$ cat config.mk
export PLATFORM = sky130hd
export DESIGN_NAME = logic_gate_array
export DESIGN_NICKNAME = d
export VERILOG_FILES = /design/src/rtl/logic_gate_array.sv
export SDC_FILE = /design/constraint.sdc
export NUM_CORES = 1
export LEC_CHECK = 0
export BUFFER_PORTS_ARGS = -buffer_cell sky130_fd_sc_hd__buf_2
export CORE_AREA = 2 2 79 81
export DETAILED_ROUTE_END_ITERATION = 10
export DIE_AREA = 0 0 81 83
export HOLD_SLACK_MARGIN = 0.02
export PLACE_DENSITY = 0.65
export REMOVE_ABC_BUFFERS = 1
export SLEW_MARGIN = 20
export SYNTH_ARGS = -nofsm -noshare
export SYNTH_HDL_FRONTEND = slang
export SYNTH_SLANG_ARGS = --single-unit
$ cat constraint.sdc
create_clock -name clk -period 6.1 [get_ports clk]
set_input_delay 1.22 -clock clk [delete_from_list [all_inputs] [get_ports clk]]
set_output_delay 1.22 -clock clk [all_outputs]
set_load 0.05 [all_outputs]
$ cat src/rtl/logic_gate_array.sv
// logic_gate_array: masked NUM_IN-input reduction with runtime-selectable gate
// mode. Each raw input goes through a 2-flop synchroniser and a per-bit debouncer.
// The result is registered, and a saturating counter tracks rising edges of out.
module logic_gate_array #(
  parameter int NUM_IN          = 8,
  parameter int DEBOUNCE_CYCLES = 4,
  parameter int CNT_W           = 8
) (
  input  logic              clk,
  input  logic              rst,
  input  logic [NUM_IN-1:0] in_bits,
  input  logic [NUM_IN-1:0] mask,
  input  logic [2:0]        mode,
  input  logic              mode_load,
  input  logic              clear_count,
  output logic              out,
  output logic              out_valid,
  output logic [CNT_W-1:0]  rise_count
);

  localparam int PC_W = $clog2(NUM_IN + 1);
  localparam int DB_W = (DEBOUNCE_CYCLES > 1) ? $clog2(DEBOUNCE_CYCLES) : 1;
  localparam logic [DB_W-1:0] DB_LAST =
    DB_W'((DEBOUNCE_CYCLES > 0) ? DEBOUNCE_CYCLES - 1 : 0);

  localparam logic [2:0] MODE_AND  = 3'd0;
  localparam logic [2:0] MODE_OR   = 3'd1;
  localparam logic [2:0] MODE_XOR  = 3'd2;
  localparam logic [2:0] MODE_NAND = 3'd3;
  localparam logic [2:0] MODE_NOR  = 3'd4;
  localparam logic [2:0] MODE_XNOR = 3'd5;
  localparam logic [2:0] MODE_MAJ  = 3'd6;
  localparam logic [2:0] MODE_PASS = 3'd7;

  logic [NUM_IN-1:0] s1_q, s1_d;
  logic [NUM_IN-1:0] s2_q, s2_d;
  logic [NUM_IN-1:0] stable_q, stable_d;
  logic [DB_W-1:0]   cnt_q [NUM_IN];
  logic [DB_W-1:0]   cnt_d [NUM_IN];
  logic [NUM_IN-1:0] stable_eff;
  logic [2:0]        mode_reg_q, mode_reg_d;
  logic              out_q, out_d;
  logic              out_valid_q, out_valid_d;
  logic [CNT_W-1:0]  rise_count_q, rise_count_d;

  // Masked reduction. Masked-off bits act as the identity of each gate so the
  // empty set yields AND=1, OR=0, XOR=0; MAJ is strict (ties and empty give 0).
  function automatic logic gate_eval(input logic [2:0]        m,
                                     input logic [NUM_IN-1:0] e,
                                     input logic [NUM_IN-1:0] msk);
    logic [PC_W-1:0] ones;
    logic [PC_W-1:0] n;
    logic            r;
    ones = '0;
    n    = '0;
    for (int i = 0; i < NUM_IN; i++) begin
      ones = ones + PC_W'(e[i] & msk[i]);
      n    = n + PC_W'(msk[i]);
    end
    r = 1'b0;
    case (m)
      MODE_AND:  r = &(e | ~msk);
      MODE_OR:   r = |(e & msk);
      MODE_XOR:  r = ^(e & msk);
      MODE_NAND: r = ~&(e | ~msk);
      MODE_NOR:  r = ~|(e & msk);
      MODE_XNOR: r = ~^(e & msk);
      MODE_MAJ:  r = ({ones, 1'b0} > {1'b0, n});
      MODE_PASS: r = e[0];
      default:   r = 1'b0;
    endcase
    return r;
  endfunction

  // Synchroniser and per-bit debouncer: a change is accepted only after s2 has
  // differed from the accepted value for DEBOUNCE_CYCLES consecutive edges.
  always_comb begin
    s1_d     = in_bits;
    s2_d     = s1_q;
    stable_d = stable_q;
    for (int i = 0; i < NUM_IN; i++) begin
      cnt_d[i] = cnt_q[i];
      if (s2_q[i] == stable_q[i]) begin
        cnt_d[i] = '0;
      end else if (cnt_q[i] == DB_LAST) begin
        stable_d[i] = s2_q[i];
        cnt_d[i]    = '0;
      end else begin
        cnt_d[i] = cnt_q[i] + 1'b1;
      end
    end
    stable_eff = (DEBOUNCE_CYCLES == 0) ? s2_q : stable_q;
  end

  // Output, mode register and saturating rise counter; clear beats a rise.
  always_comb begin
    out_d        = gate_eval(mode_reg_q, stable_eff, mask);
    out_valid_d  = ~mode_load;
    mode_reg_d   = mode_load ? mode : mode_reg_q;
    rise_count_d = rise_count_q;
    if (clear_count) begin
      rise_count_d = '0;
    end else if (out_d && !out_q && (rise_count_q != {CNT_W{1'b1}})) begin
      rise_count_d = rise_count_q + 1'b1;
    end
  end

  // State update; reset clears everything, including pending debounce/mode.
  always_ff @(posedge clk) begin
    if (rst) begin
      s1_q         <= '0;
      s2_q         <= '0;
      stable_q     <= '0;
      for (int i = 0; i < NUM_IN; i++) cnt_q[i] <= '0;
      mode_reg_q   <= MODE_AND;
      out_q        <= 1'b0;
      out_valid_q  <= 1'b0;
      rise_count_q <= '0;
    end else begin
      s1_q         <= s1_d;
      s2_q         <= s2_d;
      stable_q     <= stable_d;
      for (int i = 0; i < NUM_IN; i++) cnt_q[i] <= cnt_d[i];
      mode_reg_q   <= mode_reg_d;
      out_q        <= out_d;
      out_valid_q  <= out_valid_d;
      rise_count_q <= rise_count_d;
    end
  end

  assign out        = out_q;
  assign out_valid  = out_valid_q;
  assign rise_count = rise_count_q;

endmodule

==> summary.txt, run 1 <==
Run status
  – Result of the run: finished, final reports clean

STA
  – Fmax: ~0.19 GHz
  – Clock skew: around 0.0029 ns
  – Number of endpoints failing setup at the final stage: 0
  – Fraction of the cycle the final worst path needs: 87.21%
  – Final total negative setup slack: 0 ns
  – Tightest Pin Transition: approximately 0.64 ns
  – Unrepaired setup endpoints after global routing: false
  – Number of pins with negative max-slew slack in the final report: 0
  – Crit path time final: between 5 and 6 ns
  – Number of failing hold endpoints at the final stage: 0
  – Max-slew headroom at the worst pin: around 57%

Floorplan
  – Top-Level Pins: 33
  – Core Region: 5816 sq um
  – Die Height: around 83 microns
  – Core Rows: 28
  – Initial Utilization: ~44%
  – Width of the chip: about 80 microns
  – Die footprint: just under 7000 sq um

Critical path
  – Setup Crit Path Kind: input pin to flip-flop
  – Cell-by-cell trace of the critical path: buf_2 -> and2_1 -> inv_1 -> fa_1 -> fa_1 -> fa_1 -> inv_1 -> ha_1 -> fa_1 -> xor2_1 -> ha_1 -> and4b_1 -> nor3_1 -> nor4_1 -> a31o_1 -> or4_1 -> nand2_1
  – Maximum fanout count along the critical path: 17
  – Slowest stage cell, crit path: sky130_fd_sc_hd__or4_1
  – Critical Path Start Type: input pin
  – Stage delay of the slowest cell on the critical path: between 0.5 and 0.6 ns
  – Source of the critical timing path: mask[0]
  – Most numerous cell on the critical path: sky130_fd_sc_hd__fa_1
  – Critical path capture point type: flip-flop
  – Reg-to-Reg Start: stable_eff[0]
  – Critical path data arrival time: between 5 and 6 ns
  – WP data required: approximately 6.4 ns

Placement
  – Final Wtd Congestion: 0.8116
  – PortBufs: 32
  – DP Wirelength: between 3000 and 4000 microns
  – DP Area: ~2800 sq um

Synthesis
  – Yosys warning total: 0
  – Post-synthesis area per instance: roughly 9.5 sq um
  – Flops & latches, synth: 53
  – Biggest area contributors in the synthesized netlist: sky130_fd_sc_hd__dfxtp_1 (41%), sky130_fd_sc_hd__ha_1 (11%), sky130_fd_sc_hd__fa_1 (6.2%), sky130_fd_sc_hd__inv_1 (4.9%), sky130_fd_sc_hd__mux2i_1 (4.7%)
  – Library cell with the largest summed area after synthesis: sky130_fd_sc_hd__dfxtp_1
  – Post-synthesis instance total: roughly 270
  – Number of distinct library cells after synthesis: 37
  – Synthesized area: roughly 2600 sq um
  – Portion of synthesized cell area occupied by the leading cell type: about two fifths
  – Register area share after synthesis: 41.11%

CTS
  – Worst skew pair latency: roughly 0.3 ns
  – CTS tree: done
  – Clock buffers created by TritonCTS: 5
  – Htree depth: 2
  – Quantity of gates resized following cts: 0
  – Maximum clock path buffer count: 2
  – Total setup buffers inserted after CTS: 0
  – Cts-stage hold buffer count: 0
  – TritonCTS Sinks: 53
  – Root buffer cell: sky130_fd_sc_hd__clkbuf_8
  – Worst-path clk slew: 0.09 ns

Drt
  – Drc violations: 0
  – Iteration count of the initial detailed-routing pass: 4
  – Initial drt markers: 65
  – Drt via density: slightly below 5
  – Routed WL per cell: around 11 microns
  – Routed Antenna Nets: 0
  – Wirelength, routed: about 4200 microns
  – Via count of the routed design: between 1500 and 2000

Pwr
  – Areal power density over the cells: between 200 and 250 nW/um^2
  – Leakage power: between 0.001 and 0.0015 uW
  – Maximum VDD drop: 104.6 uV
  – Post-layout total power: 663.4 uW

Finish
  – Layout area overhead: 13.23%
  – Final cell area excluding filler cells: 2923 sq um
  – Most used cells in the layout excluding fill and tap cells: sky130_fd_sc_hd__dfxtp_1 (53), sky130_fd_sc_hd__inv_1 (34), sky130_fd_sc_hd__nor2_1 (32), sky130_fd_sc_hd__buf_2 (32), sky130_fd_sc_hd__ha_1 (23)
  – Most common cell after layout, fill and taps aside: sky130_fd_sc_hd__dfxtp_1
  – Fraction of layout instances using a drive strength above 1: between 10% and 20%
  – Antenna Diode Count: 0
  – Number of fill cells: between 500 and 600
  – Number of nets at the end of the flow: 360

Global routing
  – Overflow left after global routing: 0
  – Vias in the first global route: ~1900
  – Maximum number of pins on one net before global-route repair: 40
  – Number of antenna violations at the first check in global routing: 0
  – Wire length of the first global-routing pass: approximately 7700 microns
  – Gr usage total: between 10% and 20%

Worst hold path
  – Class of the tightest hold or removal check: flip-flop to flip-flop
  – Hold wc startpoint: cnt_q[0][2]

Flow run
  – Count of maximum capacitance violations: 0
final timing paths:
check / cells after the start / to / slack, ns
setup / recovery: 17 / rise_count[4] / 0.78
hold / removal: 1 / cnt_q[0][2] / 0.42
setup reg to reg: 16 / rise_count[4] / 1.32
hold reg to reg: 1 / cnt_q[0][2] / 0.42
Yosys cell counts:
library cell and n:
sky130_fd_sc_hd__dfxtp_1 53, sky130_fd_sc_hd__inv_1 34, sky130_fd_sc_hd__nor2_1 32, sky130_fd_sc_hd__ha_1 23
sky130_fd_sc_hd__nor2b_1 17, sky130_fd_sc_hd__or3_1 13, sky130_fd_sc_hd__mux2i_1 12, sky130_fd_sc_hd__nand2_1 12
sky130_fd_sc_hd__xnor2_1 10, sky130_fd_sc_hd__a21oi_1 8, sky130_fd_sc_hd__fa_1 8, sky130_fd_sc_hd__o21ai_0 6
sky130_fd_sc_hd__clkbuf_1 5, sky130_fd_sc_hd__nand2b_1 4, sky130_fd_sc_hd__nand4_1 4, sky130_fd_sc_hd__and2_1 3
sky130_fd_sc_hd__o22ai_1 3, sky130_fd_sc_hd__xor2_1 3, sky130_fd_sc_hd__a21o_1 2, sky130_fd_sc_hd__nand3_1 2
sky130_fd_sc_hd__nor3_1 2, sky130_fd_sc_hd__nor4_1 2, sky130_fd_sc_hd__a211oi_1 1, sky130_fd_sc_hd__a31o_1 1
sky130_fd_sc_hd__a31oi_1 1, sky130_fd_sc_hd__and3_1 1, sky130_fd_sc_hd__and4b_1 1, sky130_fd_sc_hd__buf_2 1
sky130_fd_sc_hd__nor3b_1 1, sky130_fd_sc_hd__nor4_4 1, sky130_fd_sc_hd__o211ai_1 1, sky130_fd_sc_hd__o22ai_2 1
sky130_fd_sc_hd__o311ai_0 1, sky130_fd_sc_hd__o31a_1 1, sky130_fd_sc_hd__or2_2 1, sky130_fd_sc_hd__or4_1 1
sky130_fd_sc_hd__or4b_1 1
per-stage QoR:
stage | instances | utilization [%] | hold WS (ns) | worst slack [ns]
6_report | 382 | 50.26 | 0.4218 | 0.7802
3_3_place_gp | 374 | 48.34 | 0.4056 | 0.5058
5_1_grt | 382 | 50.26 | 0.4440 | 0.4410
2_1_floorplan | 267 | - | 0.3974 | 0.7555
3_5_place_dp | 374 | 48.34 | 0.4137 | 0.4455
4_1_cts | 382 | 50.26 | 0.4274 | 0.7702
flip-flops by register name, indices dropped and copies added, names as in the netlist:
signal and count:
cnt_q 16, rise_count 8, out_valid 1, stable_eff 8, mode_reg_q 3, out 1
s2_q 8, s1_q 8
per-layer routing:
metal / part of all wire, % / vias up / routed length (microns) / track usage [%]
met5: 0 / - / 0 / 0
met4: 1.6 / 0 / 65 / 4.777
met3: 4.0 / 7 / 166 / 2.935
met2: 47 / 27 / 1980 / 22.92
met1: 47 / 843 / 1976 / 18.14
li1: - / 961 / - / -
layout make-up:
cell class | instances | area (sq um) | area share [%]
clock buffer | 6 | 72.57 | 2.483
timing repair buffer | 32 | 160.2 | 5.479
multi-input combinational | 180 | 1369 | 46.83
sequential | 53 | 1061 | 36.30
clock inverter | 2 | 38.79 | 1.327
inverter | 34 | 127.6 | 4.366
tap | 75 | 93.84 | 3.211
critical path: cells and delay by family:
kind | cells | cell delay (ns)
xor gates and xnor gates | 1 | 0.16
adders and majority gates | 6 | 2.45
AOI/OAI and AO/OA | 1 | 0.37
buffers and inverters | 3 | 0.19
and+or+nand+nor | 6 | 1.17
power breakdown:
group | switching (uW) | internal (uW) | total (uW)
Sequential | 5.36 | 354 | 360
Combinational | 38.9 | 32.6 | 71.5
Clock | 109 | 123 | 232
cells by family (layout without fill, tap and decap cells):
kind of cell | count (synthesis) | after routing | synth area share (%)
mux | 12 | 12 | 4.654
compound gates | 26 | 26 | 6.350
fa+ha+maj | 31 | 31 | 17.35
buf+inv | 40 | 74 | 5.865
flops | 53 | 53 | 41.11
simple gates | 98 | 98 | 20.26
xor+xnor | 13 | 13 | 4.411
Note: power is estimated with default switching activity, not from simulation.
==> run 2, diff against run 1 <==
--- a/config.mk
+++ b/config.mk
@@ -11,7 +11,6 @@
 export DIE_AREA = 0 0 81 83
 export HOLD_SLACK_MARGIN = 0.02
 export PLACE_DENSITY = 0.65
-export REMOVE_ABC_BUFFERS = 1
 export SLEW_MARGIN = 20
 export SYNTH_ARGS = -nofsm -noshare
 export SYNTH_HDL_FRONTEND = slang
==> run 2 against run 1 <==
  * Setup slack lost 0.012 ns
  * Fmax shrank 0.23%
  * Routed wire length increased by 2.1%
  * Clock skew increased by 0.0074 ns
==> summary.txt, run 2 (synthesized netlist as in run 1, its figures left out) <==
Finish
  – Most common cell after layout, fill and taps aside: sky130_fd_sc_hd__dfxtp_1
  – Most used cells in the layout excluding fill and tap cells: sky130_fd_sc_hd__dfxtp_1 (53), sky130_fd_sc_hd__inv_1 (34), sky130_fd_sc_hd__nor2_1 (32), sky130_fd_sc_hd__buf_2 (32), sky130_fd_sc_hd__ha_1 (23)
  – Fraction of layout instances using a drive strength above 1: 13.68% (unchanged)
  – Final cell count without fillers: 382 (unchanged)
  – Number of flip-flops under the largest register name: 16 (unchanged)
  – Antenna Diode Count: 0 (unchanged)
  – Layout area overhead: 13.23% (unchanged)
  – Register containing the most flip-flops in the final layout: cnt_q
  – Number of nets at the end of the flow: 360 (unchanged)
  – Final cell area excluding filler cells: 2923 sq um (unchanged)

Flow run
  – Count of maximum capacitance violations: 0 (unchanged)

CTS
  – Total setup buffers inserted after CTS: 0 (unchanged)
  – Worst skew pair latency: 0.31 ns (about the same)
  – TritonCTS Sinks: 53 (unchanged)
  – Quantity of gates resized following cts: 0 (unchanged)
  – Htree depth: 2 (unchanged)
  – CTS tree: done
  – Maximum clock path buffer count: 2 (unchanged)
  – Worst-path clk slew: 0.09 ns (about the same)
  – Cts-stage hold buffer count: 0 (unchanged)
  – Root buffer cell: sky130_fd_sc_hd__clkbuf_8
  – Clock buffers created by TritonCTS: 5 (unchanged)

STA
  – Final total negative setup slack: 0 ns (unchanged)
  – Fmax: 0.1876 GHz (-0.23%)
  – Max-slew headroom at the worst pin: 57.19% (-0.19 points)
  – Number of pins with negative max-slew slack in the final report: 0 (unchanged)
  – Tightest Pin Transition: 0.6422 ns (+0.002774 ns)
  – Number of endpoints failing setup at the final stage: 0 (unchanged)
  – Crit path time final: 5.332 ns (+0.01201 ns)
  – Clock skew: 0.01022 ns (+0.007350 ns)
  – WHS: 0.4202 ns (-0.001635 ns)
  – Fraction of the cycle the final worst path needs: 87.41% (+0.20 points)
  – Number of failing hold endpoints at the final stage: 0 (unchanged)
  – Unrepaired setup endpoints after global routing: false

Global routing
  – Gr usage total: 14.80% (+0.79 points)
  – Overflow left after global routing: 0 (unchanged)
  – Maximum number of pins on one net before global-route repair: 40 (unchanged)
  – Wire length of the first global-routing pass: 7872 microns (+2.2%)
  – Number of antenna violations at the first check in global routing: 0 (unchanged)
  – Vias in the first global route: 1798 (-4.7%)

Floorplan
  – Width of the chip: 81 microns (unchanged)
  – Core Rows: 28 (unchanged)
  – Core Region: 5816 sq um (unchanged)
  – Die footprint: 6723 sq um (unchanged)
  – Initial Utilization: 44.38% (unchanged)
  – Die Height: 83 microns (unchanged)
  – Top-Level Pins: 33 (unchanged)

Critical path
  – Critical Path Start Type: input pin
  – WP data required: 6.36 ns (about the same)
  – Maximum fanout count along the critical path: 17 (unchanged)
  – Most numerous cell on the critical path: sky130_fd_sc_hd__fa_1
  – Critical path data arrival time: 5.59 ns (+0.02 ns)
  – Number of buffer and inverter instances along the worst setup path: 3 (unchanged)
  – Cell family contributing the most delay on the critical path: adder cells
  – Stage delay of the slowest cell on the critical path: 0.55 ns (about the same)
  – Setup Crit Path Kind: input pin to flip-flop
  – Cell-by-cell trace of the critical path: buf_2 -> and2_1 -> inv_1 -> fa_1 -> fa_1 -> fa_1 -> inv_1 -> ha_1 -> fa_1 -> xor2_1 -> ha_1 -> and4b_1 -> nor3_1 -> nor4_1 -> a31o_1 -> or4_1 -> nand2_1
  – Slowest stage cell, crit path: sky130_fd_sc_hd__or4_1
  – Critical path capture point type: flip-flop

Pwr
  – Maximum VDD drop: 157.6 uV (+51%)
  – Areal power density over the cells: 228.2 nW/um^2 (+0.55%)
  – Leakage power: 0.001325 uW (unchanged)

Run status
  – Result of the run: finished, final reports clean

Drt
  – Via count of the routed design: 1830 (-0.44%)
  – Drc violations: 0 (unchanged)
  – Routed Antenna Nets: 0 (unchanged)
  – Routed WL per cell: 11.20 microns (+2.1%)
  – Iteration count of the initial detailed-routing pass: 3 (-1)
  – Drt via density: 4.791 (-0.44%)
  – Initial drt markers: 60 (-7.7%)
  – Wirelength, routed: 4278 microns (+2.1%)

Placement
  – Number of placed cells counting well taps: 374 (unchanged)
  – Final Wtd Congestion: 0.7794 (-4.0%)
  – DP Area: 2811 sq um (unchanged)
  – DP Wirelength: 3346 microns (+3.0%)
  – PortBufs: 32 (unchanged)

Synthesis
  – Synthesized net count: 327

Worst hold path
  – Class of the tightest hold or removal check: flip-flop to flip-flop
## run 2: cell counts in the layout (fill, tap and decap cells not counted)
No cell type changed its count.
## run 2: final timing paths
| path | start | to | slack (ns) | depth (start not counted) |
|---|---|---|---|---|
| worst min-delay path | cnt_q[0][2] | cnt_q[0][2] | 0.42 | 1 |
| worst max register to register | stable_eff[0] | rise_count[4] | 1.27 | 16 |
| worst min register to register | cnt_q[0][2] | cnt_q[0][2] | 0.42 | 1 |
| worst max-delay path | mask[0] | rise_count[4] | 0.77 | 17 |
## run 2: cell type report
cell class	instances	area, sq um
fill	574	2893
multi-input combinational	180	1369
sequential	53	1061
timing repair buffer	32	160.2
inverter	34	127.6
tap	75	93.84
clock buffer	6	72.57
clock inverter	2	38.79
## run 2: worst register-to-register path, delay by kind of cell, from the launching register on
family	cells	cell delay, ns
adder cells (fa/ha/maj)	6	2.46
AND/OR/NAND/NOR	6	1.23
flip-flops	1	0.45
AO/OA/AOI/OAI	1	0.35
XOR/XNOR	1	0.16
buffers and inverters	2	0.13
## run 2: routing by layer
metal | routed length [microns] | track usage, %
met1 | 2060 | 19.29
met2 | 1977 | 23.67
met3 | 201 | 4.891
met4 | 39 | 3.236
met5 | 0 | 0
## run 2: power breakdown
group / switching (uW) / internal [uW] / total [uW]
Combinational: 39.8 / 33.1 / 72.8
Clock: 111 / 123 / 234
Sequential: 5.33 / 354 / 360
Total: 156 / 511 / 667
## run 2: metrics by stage
| stage | setup slack, ns | total power, uW | utilization, % |
|---|---|---|---|
| 6_report | 0.7682 | 667.0 | 50.26 |
| 2_1_floorplan | 0.8303 | 419.2 | - |
| 4_1_cts | 0.7484 | 677.6 | 50.26 |
| 3_5_place_dp | 0.4094 | 442.0 | 48.34 |
| 3_3_place_gp | 0.4973 | 440.6 | 48.34 |
| 5_1_grt | 0.5018 | 704.3 | 50.26 |
==> run 3, diff against run 2 <==
--- a/config.mk
+++ b/config.mk
@@ -5,12 +5,12 @@
 export SDC_FILE = /design/constraint.sdc
 export NUM_CORES = 1
 export LEC_CHECK = 0
-export BUFFER_PORTS_ARGS = -buffer_cell sky130_fd_sc_hd__buf_2
 export CORE_AREA = 2 2 79 81
 export DETAILED_ROUTE_END_ITERATION = 10
 export DIE_AREA = 0 0 81 83
+export DONT_BUFFER_PORTS = 1
 export HOLD_SLACK_MARGIN = 0.02
-export PLACE_DENSITY = 0.65
+export PLACE_DENSITY = 0.62
 export SLEW_MARGIN = 20
 export SYNTH_ARGS = -nofsm -noshare
 export SYNTH_HDL_FRONTEND = slang
==> constraint.sdc (replaced) <==
create_clock -name clk -period 4.6 [get_ports clk]
set_input_delay 0.92 -clock clk [delete_from_list [all_inputs] [get_ports clk]]
set_output_delay 0.92 -clock clk [all_outputs]
set_load 0.05 [all_outputs]
==> run 3 against run 2 <==
  * Critical path depth down 1
  * First-iteration DRC count is 12% lower
  * Sequential power rose by 34%
  * Sequential cell count did not move
  * Global-route usage down 0.55 points
  * Largest power group unchanged
==> summary.txt, run 3 (synthesized netlist as in run 1, its figures left out) <==
Run status
  – Result of the run: finished, final reports clean

Drt
  – Via count of the routed design: 1790 (-2.2%)
  – Drt via density: 5.014 (+4.7%)
  – Drc violations: 0 (unchanged)
  – Iteration count of the initial detailed-routing pass: 4 (+1)
  – Routed Antenna Nets: 0 (unchanged)
  – Wirelength, routed: 4512 microns (+5.5%)
  – Initial drt markers: 53 (-12%)
  – Routed WL per cell: 12.64 microns (+13%)

Placement
  – Number of placed cells counting well taps: 348 (-7.0%)
  – DP Area: 2710 sq um (-3.6%)
  – DP Wirelength: 3388 microns (+1.2%)
  – Final Wtd Congestion: 0.8261 (+6.0%)
  – Post-placement worst setup slack: -0.3024 ns (-0.7119 ns)
  – PortBufs: 0 (-100%)

Synthesis
  – Synthesized net count: 327 (unchanged)

Critical path
  – Source of the critical timing path: mask[0]
  – Critical Path Start Type: input pin
  – Reg-to-Reg Start: stable_eff[3]
  – Setup Crit Path Kind: input pin to flip-flop
  – Critical path capture point type: flip-flop
  – Critical path data arrival time: 4.72 ns (-0.87 ns)
  – WP data required: 4.84 ns (-1.52 ns)
  – Maximum fanout count along the critical path: 8 (-9)

Finish
  – Number of flip-flops under the largest register name: 16 (unchanged)
  – Most common cell after layout, fill and taps aside: sky130_fd_sc_hd__dfxtp_1
  – Fraction of layout instances using a drive strength above 1: 8.865% (-4.8 points)
  – Fin util: 48.88% (-1.4 points)
  – Most used cells in the layout excluding fill and tap cells: sky130_fd_sc_hd__dfxtp_1 (53), sky130_fd_sc_hd__inv_1 (33), sky130_fd_sc_hd__nor2_1 (32)
  – Final cell count without fillers: 357 (-6.5%)
  – Final cell area excluding filler cells: 2843 sq um (-2.7%)
  – Number of fill cells: 587 (+2.3%)
  – Number of nets at the end of the flow: 336 (-6.7%)
  – Antenna Diode Count: 0 (unchanged)
  – Register containing the most flip-flops in the final layout: cnt_q
  – Layout area overhead: 10.13%

Floorplan
  – Width of the chip: 81 microns (unchanged)
  – Core Rows: 28 (unchanged)
  – Top-Level Pins: 33 (unchanged)
  – Core Region: 5816 sq um (unchanged)
  – Initial Utilization: 44.38% (unchanged)
  – Die Height: 83 microns (unchanged)
  – Die footprint: 6723 sq um (unchanged)

Worst hold path
  – Class of the tightest hold or removal check: flip-flop to flip-flop
  – Hold wc startpoint: cnt_q[1][4]

STA
  – Number of endpoints failing setup at the final stage: 0 (unchanged)
  – Number of failing hold endpoints at the final stage: 0 (unchanged)
  – Fmax: 0.2231 GHz
  – Unrepaired setup endpoints after global routing: true
  – Tightest Pin Transition: 0.6898 ns (+0.04765 ns)
  – Clock skew: 0.005934 ns (-0.004289 ns)
  – Least setup slack across all paths after layout: 0.1179 ns (-0.6503 ns)
  – Number of pins with negative max-slew slack in the final report: 0 (unchanged)
  – Max-slew headroom at the worst pin: 53.95% (-3.2 points)
  – Crit path time final: approximately 4.5 ns
  – Fraction of the cycle the final worst path needs: around 97%

Global routing
  – Number of antenna violations at the first check in global routing: 0 (unchanged)
  – Overflow left after global routing: 0 (unchanged)
  – Wire length of the first global-routing pass: 7638 microns (-3.0%)
  – Gr usage total: 14.24% (-0.55 points)
  – Maximum number of pins on one net before global-route repair: 40 (unchanged)
  – Vias in the first global route: 1761 (-2.1%)

CTS
  – TritonCTS Sinks: 53 (unchanged)
  – Clock buffers created by TritonCTS: 5 (unchanged)
  – Worst-path clk slew: 0.09 ns (about the same)
  – Total setup buffers inserted after CTS: 0 (unchanged)
  – Worst skew pair latency: 0.30 ns (about the same)
  – CTS tree: done
  – Root buffer cell: sky130_fd_sc_hd__clkbuf_8
  – Cts-stage hold buffer count: 0 (unchanged)
  – Htree depth: 2 (unchanged)
  – Maximum clock path buffer count: 2 (unchanged)

Pwr
  – Maximum VDD drop: 253.2 uV (+61%)
  – Post-layout total power: 863.6 uW (+29%)
  – Areal power density over the cells: 303.8 nW/um^2 (+33%)
  – Leakage power: 0.001213 uW (-8.5%)

Flow run
  – Count of maximum capacitance violations: 0 (unchanged)
run 3: cell type report:
| type | instances | area (sq um) | area share, % |
|---|---|---|---|
| clock buffers | 5 | 68.82 | 2.421 |
| clock inverters | 2 | 35.03 | 1.232 |
| inverters | 34 | 127.6 | 4.489 |
| multi-input cells | 182 | 1411 | 49.65 |
| flip-flops and latches | 53 | 1061 | 37.32 |
| well taps | 75 | 93.84 | 3.301 |
| repair buffers | 6 | 45.04 | 1.585 |
run 3: path summary, 6_finish.rpt:
kind	endpoint	depth (start not counted)	slack, ns
worst max-delay path	rise_count[1]	16	0.12
worst min register to register	cnt_q[1][4]	1	0.42
worst max register to register	rise_count[1]	15	0.30
worst min-delay path	cnt_q[1][4]	1	0.42
run 3: power by group:
group          switching [uW]  internal, uW  total, uW
registers                12.2           470        482
logic                    40.1          39.0       79.1
clock network             144           158        302
total                     196           667        864
run 3: metrics by stage:
stage | TNS (ns) | hold WS (ns)
2_1_floorplan | 0 | 0.3974
3_3_place_gp | -1.910 | 0.4062
3_5_place_dp | -2.347 | 0.4103
4_1_cts | 0 | 0.4275
5_1_grt | -0.2213 | 0.4426
6_report | 0 | 0.4206
run 3: critical path, cell delays in order:
cell and delay (ns):
sky130_fd_sc_hd__and2_4 0.13, sky130_fd_sc_hd__inv_2 0.04, sky130_fd_sc_hd__fa_1 0.49, sky130_fd_sc_hd__fa_1 0.43, sky130_fd_sc_hd__fa_1 0.50, sky130_fd_sc_hd__inv_1 0.05
sky130_fd_sc_hd__ha_2 0.19, sky130_fd_sc_hd__fa_2 0.53, sky130_fd_sc_hd__ha_1 0.23, sky130_fd_sc_hd__a21o_1 0.15, sky130_fd_sc_hd__a21oi_1 0.16, sky130_fd_sc_hd__nor3_2 0.07
sky130_fd_sc_hd__nor4_2 0.27, sky130_fd_sc_hd__a31o_2 0.26, sky130_fd_sc_hd__o21ai_0 0.11, sky130_fd_sc_hd__a21oi_1 0.17
run 3: metal layers:
layer | global-route usage [%] | wire [microns]
met4 | 4.314 | 67
met1 | 17.27 | 2028
met3 | 4.022 | 196
met5 | 0 | 0
met2 | 24.12 | 2220
run 3: timing repair:
item | in CTS | in global routing
pin swaps | 0 | 1
endpoints found under the setup margin | 1 | 7
cloned | 0 | 2
resized for setup | 1 | 3
hold endpoints to repair | 0 | 0
